==> src/rtl/uart_cmd_master.sv <==
// uart_cmd_master: parses 'W'/'R' byte frames from the UART bridge, runs one AXI4-Lite
// transaction per frame on the host bus and streams the reply bytes back to the bridge.
module uart_cmd_master #(
    parameter logic [31:0] TIMEOUT_CLKS = 32'd1_000_000
) (
    input  logic        clk,
    input  logic        rst,
    output logic [31:0] u_araddr,
    output logic        u_arvalid,
    input  logic        u_arready,
    input  logic [31:0] u_rdata,
    input  logic        u_rvalid,
    output logic        u_rready,
    output logic [31:0] u_awaddr,
    output logic        u_awvalid,
    input  logic        u_awready,
    output logic [31:0] u_wdata,
    output logic        u_wvalid,
    input  logic        u_wready,
    input  logic        u_bvalid,
    output logic        u_bready,
    output logic [31:0] m_awaddr,
    output logic        m_awvalid,
    input  logic        m_awready,
    output logic [31:0] m_wdata,
    output logic [3:0]  m_wstrb,
    output logic        m_wvalid,
    input  logic        m_wready,
    input  logic        m_bvalid,
    output logic        m_bready,
    input  logic [1:0]  m_bresp,
    output logic [31:0] m_araddr,
    output logic        m_arvalid,
    input  logic        m_arready,
    input  logic        m_rvalid,
    output logic        m_rready,
    input  logic [1:0]  m_rresp,
    input  logic [31:0] m_rdata,
    output logic        busy
);
    typedef enum logic [3:0] {CMD, ADDR, DATA, M_WR, M_WR_B, M_RD, M_RD_R, TX, TX_B} state_t;
    state_t      r_state;
    logic [1:0]  r_cnt, r_ridx;
    logic [31:0] r_addr, r_data, r_reply, r_tmo;
    logic        r_wr, r_drop;
    logic        r_u_arvalid, r_u_rready, r_u_awvalid, r_u_wvalid, r_u_bready;
    logic        r_m_awvalid, r_m_wvalid, r_m_bready, r_m_arvalid, r_m_rready;
    logic        w_fetch, w_cap, w_unused;
    logic [7:0]  w_byte, w_tx_byte;
    assign w_fetch   = r_state == CMD || r_state == ADDR || r_state == DATA;
    assign w_cap     = r_u_rready && u_rvalid;
    assign w_byte    = u_rdata[7:0];
    assign w_tx_byte = r_reply[{r_ridx, 3'b000} +: 8];
    assign w_unused  = ^u_rdata[31:8];
    assign u_araddr  = '0;
    assign u_awaddr  = '0;
    assign u_wdata   = {24'd0, w_tx_byte};
    assign m_wstrb   = 4'hF;
    assign m_awaddr  = r_addr;
    assign m_araddr  = r_addr;
    assign m_wdata   = r_data;
    assign busy      = r_state != CMD;
    assign u_arvalid = r_u_arvalid;
    assign u_rready  = r_u_rready;
    assign u_awvalid = r_u_awvalid;
    assign u_wvalid  = r_u_wvalid;
    assign u_bready  = r_u_bready;
    assign m_awvalid = r_m_awvalid;
    assign m_wvalid  = r_m_wvalid;
    assign m_bready  = r_m_bready;
    assign m_arvalid = r_m_arvalid;
    assign m_rready  = r_m_rready;
    always_ff @(posedge clk) begin
        if (rst) begin
            r_state     <= CMD;
            r_cnt       <= '0;
            r_ridx      <= '0;
            r_addr      <= '0;
            r_data      <= '0;
            r_reply     <= '0;
            r_tmo       <= '0;
            r_wr        <= 1'b0;
            r_drop      <= 1'b0;
            r_u_arvalid <= 1'b0;
            r_u_rready  <= 1'b0;
            r_u_awvalid <= 1'b0;
            r_u_wvalid  <= 1'b0;
            r_u_bready  <= 1'b0;
            r_m_awvalid <= 1'b0;
            r_m_wvalid  <= 1'b0;
            r_m_bready  <= 1'b0;
            r_m_arvalid <= 1'b0;
            r_m_rready  <= 1'b0;
        end else begin
            if (w_fetch && !r_u_arvalid && !r_u_rready)
                r_u_arvalid <= 1'b1;
            if (r_u_arvalid && u_arready) begin
                r_u_arvalid <= 1'b0;
                r_u_rready  <= 1'b1;
            end
            if (w_cap) begin
                r_u_rready <= 1'b0;
                r_tmo      <= '0;
            end
            // a byte whose fetch outlived a timed-out frame is thrown away
            if (w_cap && r_drop) begin
                r_drop <= 1'b0;
            end else if (w_cap) begin
                case (r_state)
                    CMD: begin
                        r_wr  <= w_byte == 8'h57;
                        r_cnt <= '0;
                        if (w_byte == 8'h57 || w_byte == 8'h52) begin
                            r_state <= ADDR;
                        end else begin
                            r_reply     <= 32'h3F;
                            r_ridx      <= '0;
                            r_u_awvalid <= 1'b1;
                            r_u_wvalid  <= 1'b1;
                            r_state     <= TX;
                        end
                    end
                    ADDR: begin
                        r_addr <= {r_addr[23:0], w_byte};
                        r_cnt  <= r_cnt + 2'd1;
                        if (r_cnt == 2'd3) begin
                            r_state     <= r_wr ? DATA : M_RD;
                            r_m_arvalid <= !r_wr;
                        end
                    end
                    DATA: begin
                        r_data <= {r_data[23:0], w_byte};
                        r_cnt  <= r_cnt + 2'd1;
                        if (r_cnt == 2'd3) begin
                            r_m_awvalid <= 1'b1;
                            r_m_wvalid  <= 1'b1;
                            r_state     <= M_WR;
                        end
                    end
                    default: ;
                endcase
            end else if (r_state == ADDR || r_state == DATA) begin
                if (r_tmo == TIMEOUT_CLKS - 32'd1) begin
                    r_tmo   <= '0;
                    r_drop  <= r_u_arvalid || r_u_rready;
                    r_state <= CMD;
                end else begin
                    r_tmo <= r_tmo + 32'd1;
                end
            end
            case (r_state)
                M_WR: begin
                    if (m_awready) r_m_awvalid <= 1'b0;
                    if (m_wready) r_m_wvalid <= 1'b0;
                    if ((!r_m_awvalid || m_awready) && (!r_m_wvalid || m_wready)) begin
                        r_m_bready <= 1'b1;
                        r_state    <= M_WR_B;
                    end
                end
                M_WR_B: if (m_bvalid) begin
                    r_m_bready  <= 1'b0;
                    r_reply     <= m_bresp == 2'b00 ? 32'h4B : 32'h45;
                    r_ridx      <= '0;
                    r_u_awvalid <= 1'b1;
                    r_u_wvalid  <= 1'b1;
                    r_state     <= TX;
                end
                M_RD: if (m_arready) begin
                    r_m_arvalid <= 1'b0;
                    r_m_rready  <= 1'b1;
                    r_state     <= M_RD_R;
                end
                M_RD_R: if (m_rvalid) begin
                    r_m_rready  <= 1'b0;
                    r_reply     <= m_rresp == 2'b00 ? m_rdata : 32'h45;
                    r_ridx      <= m_rresp == 2'b00 ? 2'd3 : 2'd0;
                    r_u_awvalid <= 1'b1;
                    r_u_wvalid  <= 1'b1;
                    r_state     <= TX;
                end
                TX: begin
                    if (u_awready) r_u_awvalid <= 1'b0;
                    if (u_wready) r_u_wvalid <= 1'b0;
                    if ((!r_u_awvalid || u_awready) && (!r_u_wvalid || u_wready)) begin
                        r_u_bready <= 1'b1;
                        r_state    <= TX_B;
                    end
                end
                TX_B: if (u_bvalid) begin
                    r_u_bready <= 1'b0;
                    if (r_ridx == 2'd0) begin
                        r_u_arvalid <= 1'b1;
                        r_state     <= CMD;
                    end else begin
                        r_ridx      <= r_ridx - 2'd1;
                        r_u_awvalid <= 1'b1;
                        r_u_wvalid  <= 1'b1;
                        r_state     <= TX;
                    end
                end
                default: ;
            endcase
        end
    end
endmodule

==> config.mk <==
export PLATFORM = sky130hd
export DESIGN_NAME = uart_cmd_master
export DESIGN_NICKNAME = d
export VERILOG_FILES = /design/src/rtl/uart_cmd_master.sv
export SDC_FILE = /design/constraint.sdc
export NUM_CORES = 1
export LEC_CHECK = 0
export CAP_MARGIN = 30
export CORE_MARGIN = 1
export CORE_UTILIZATION = 48
export CTS_CLUSTER_DIAMETER = 80
export DETAILED_ROUTE_END_ITERATION = 10
export GPL_ROUTABILITY_DRIVEN = 0
export PLACE_DENSITY = 0.86
export SYNTH_ARGS = -nofsm -noshare
export SYNTH_HDL_FRONTEND = slang
export SYNTH_SLANG_ARGS = --single-unit
==> constraint.sdc <==
create_clock -name clk -period 6 [get_ports clk]
set_clock_uncertainty 0.15 [all_clocks]
set_input_delay 1.2 -clock clk [delete_from_list [all_inputs] [get_ports clk]]
set_output_delay 1.2 -clock clk [all_outputs]
set_load 0.005 [all_outputs]
==> reports/summary.txt <==
drt via density = 5.46
Post-Layout Cell Count = 1279
post-route setup slack = 2340 ps
PwrDens = 253 nW/um^2
setup_tns = 0 ps
max incr delay on CP = 790 ps
root buffer cell = clkbuf_16
XOR/XNOR share of the synthesized area = 0.231%
Core Footprint = 15300 sq um
Peak VDD IR = 0.194 mV
post-synthesis compound-gate area fraction = 17.6%
post-cts sizing count = 0
Die Y = 128 um
register area share after synthesis = 39.0%
EDFF count, synth = 0
CTS Sinks = 148
Iteration-0 DRC Markers = 569
Post-DP HPWL = 13900 um
most common cell after layout, fill and taps aside = nand2_1
async set-or-reset flop fraction in the synthesized netlist = 0%
crit path DAT = 2310 ps
Primary FF master, synth = dfxtp_1
largest net degree at the start of global routing = 81
clk buf depth = 2
endpoint class of the critical path = output port
largest family of logic cells by synthesized area = simple AND/OR/NAND/NOR gates
final WL = 19900 um
CTS hold repair buffers = 0
Detail Route Antenna Nets = 0
FF+latch count, synth = 148
count of pins over their slew limit = 0
Mapped Cells = 944
Adder-Cell Fraction of Synth Area = 0.495%
Num CTS Buffers = 17
Setup Fix Bufs, Post-CTS = 0
Die Wd = 128 um
largest cells by area after synthesis = dfxtp_1, buf_4, nand2_1
pre-CTS setup slack = 2200 ps
number of global-route vias before repair = 6255
HP Class = reg2reg
Port Buffer Count = 170
initial core utilization = 49.6%
post-synth top area cell = dfxtp_1
Achievable Freq = 274 MHz
Max-Cap Viols = 0
LEAKAGE = 3.32 nW
DRT Pass-1 Iters = 5
relative slew slack = 30.2%
detailed-route wire length per cell = 15.5 um
most frequent cells in the layout = nand2_1, clkdlybuf4s50_1, dfxtp_1
Yosys warning total = 0
Clk Latency, worst-skew pair = 420 ps
status = completed
mux cell area share after synthesis = 3.49%
initial antenna violation count = 0
vias = 6981
Area growth syn-to-layout = 24.6%
FP Rows = 45
Critical Path RT = 4650 ps
Crit-path slowest cell = dfxtp_1
Syn Std Cell Area = 7590 sq um
Synth cell types = 72
first-pass GRT wire length = 31200 um
final worst path period share = 60.9%
number of setup violations in the final report = 0
Tightest Pin Transition = 1050 ps
Crit Path Category = reg2out
crit-path leading delay family = flip-flops
CP cell instances = mux4_2, clkdlybuf4s50_1
fraction of layout cells with a size suffix above 1 = 6.74%
final hold violation count = 0
DRC = 0
Avg Inst Size Synth = 8.04 sq um
CTS clock-pin slew for the worst setup and hold paths = 60 ps
CP bufs+invs = 1
IO Count = 287
final net count = 1139
crit-path max FO = 12
Final min period = 3660 ps
Setup crit start kind = flip-flop
dpl cells = 1247
die area = 16300 sq um
H-tree levels = 4
RSZ-0062 raised after global routing = no
Global Route Usage Sum = 24.0%
global route overflow = 0
Ant. Diodes = 0
top cell type's share of synthesized area = 39.0%
Post-Synth Simple-Gate Area = 22.9%
clock tree from TritonCTS = yes
[per-layer routing]
layer,vias to the layer above,global-route usage (%),wire length [um],part of all wire [%]
li1,3336,-,-,-
met1,3298,28.2,7980,40
met2,313,41.0,9920,50
met3,34,7.68,1650,8.3
met4,0,8.58,305,1.5
met5,-,0,0,0
[area by class of cell]
cell class                      instances  area [sq um]
Timing Repair Buffer                  182          1830
Fill cell                            1311          5860
Inverter                               19          71.3
Sequential cell                       148          2960
Clock inverter                         13           135
Multi-Input combinational cell        688          3760
Clock buffer                           18           439
Tap cell                              211           264
[path summary, 6_finish.rpt]
path,slack (ps),to,cells past startpoint,startpoint
setup / recovery,2340,u_wdata[4],2,r_ridx[0]
hold reg to reg,300,m_wdata[30],2,m_wdata[30]
setup reg to reg,3070,r_ridx[0],5,r_state[2]
hold / removal,300,m_wdata[30],2,m_wdata[30]
[where the power goes]
part	switching (mW)	internal (mW)	total [mW]
logic	0.194	0.136	0.330
clock network	0.417	0.619	1.04
registers	0.0262	1.00	1.03
[kinds of logic (layout without fill, tap and decap cells)]
| kind of cell | count (synthesis) | count (layout) |
|---|---|---|
| buffers and inverters | 198 | 232 |
| DFF | 148 | 148 |
| other | 2 | 92 |
| and+or+nand+nor | 365 | 365 |
| AOI/OAI and AO/OA | 210 | 210 |
| adders and majority gates | 3 | 3 |
| muxes | 16 | 16 |
| xor gates and xnor gates | 2 | 2 |
[worst register-to-register path: stages (launching register included)]
cell and delay [ps]:
dfxtp_1 620, nor3b_1 530, and4_1 990, nor2_1 80, a21o_1 230, a211oi_1 250
[through the flow]
step / power, mW / utilization, % / instance area [sq um] / hold slack (ps)
5_1_grt: 2.50 / 61.7 / 9460 / 322
6_report: 2.39 / 61.7 / 9460 / 304
4_1_cts: 2.41 / 61.7 / 9450 / 307
3_3_place_gp: 1.37 / 57.6 / 8820 / 292
3_5_place_dp: 1.38 / 58.0 / 8880 / 299
2_1_floorplan: 1.28 / - / 7930 / 294
[state kept, by name, indices dropped and copies added, names as in the netlist]
name       flops
u_arvalid      1
r_reply       32
u_bready       1
m_arvalid      1
r_cnt          2
m_rready       1
u_wvalid       1
m_wvalid       1
r_state        4
r_wr           1
u_awvalid      1
m_wdata       32
m_bready       1
m_awvalid      1
r_tmo         32
m_araddr      32
r_drop         1
u_rready       1
r_ridx         2
[Yosys cell counts (4+ instances only)]
library cell	count
and2_1	5
nor3b_1	5
buf_4	125
nor4_1	12
nand4_1	19
nor3_1	14
mux2i_1	4
o211ai_1	7
dfxtp_1	148
o21ai_0	24
a21o_1	4
nand2b_1	8
nor2_1	63
o21bai_1	4
clkbuf_1	42
o31ai_1	4
a211oi_1	6
nand2_1	172
nor2b_1	4
and3_1	5
buf_2	8
a221oi_1	4
mux4_2	8
or4_1	7
a21oi_1	93
nand3b_1	4
a22oi_1	27
nand3_1	22
a31oi_1	5
inv_1	19
mux2_2	4
Power figures use the tool's default switching activity.
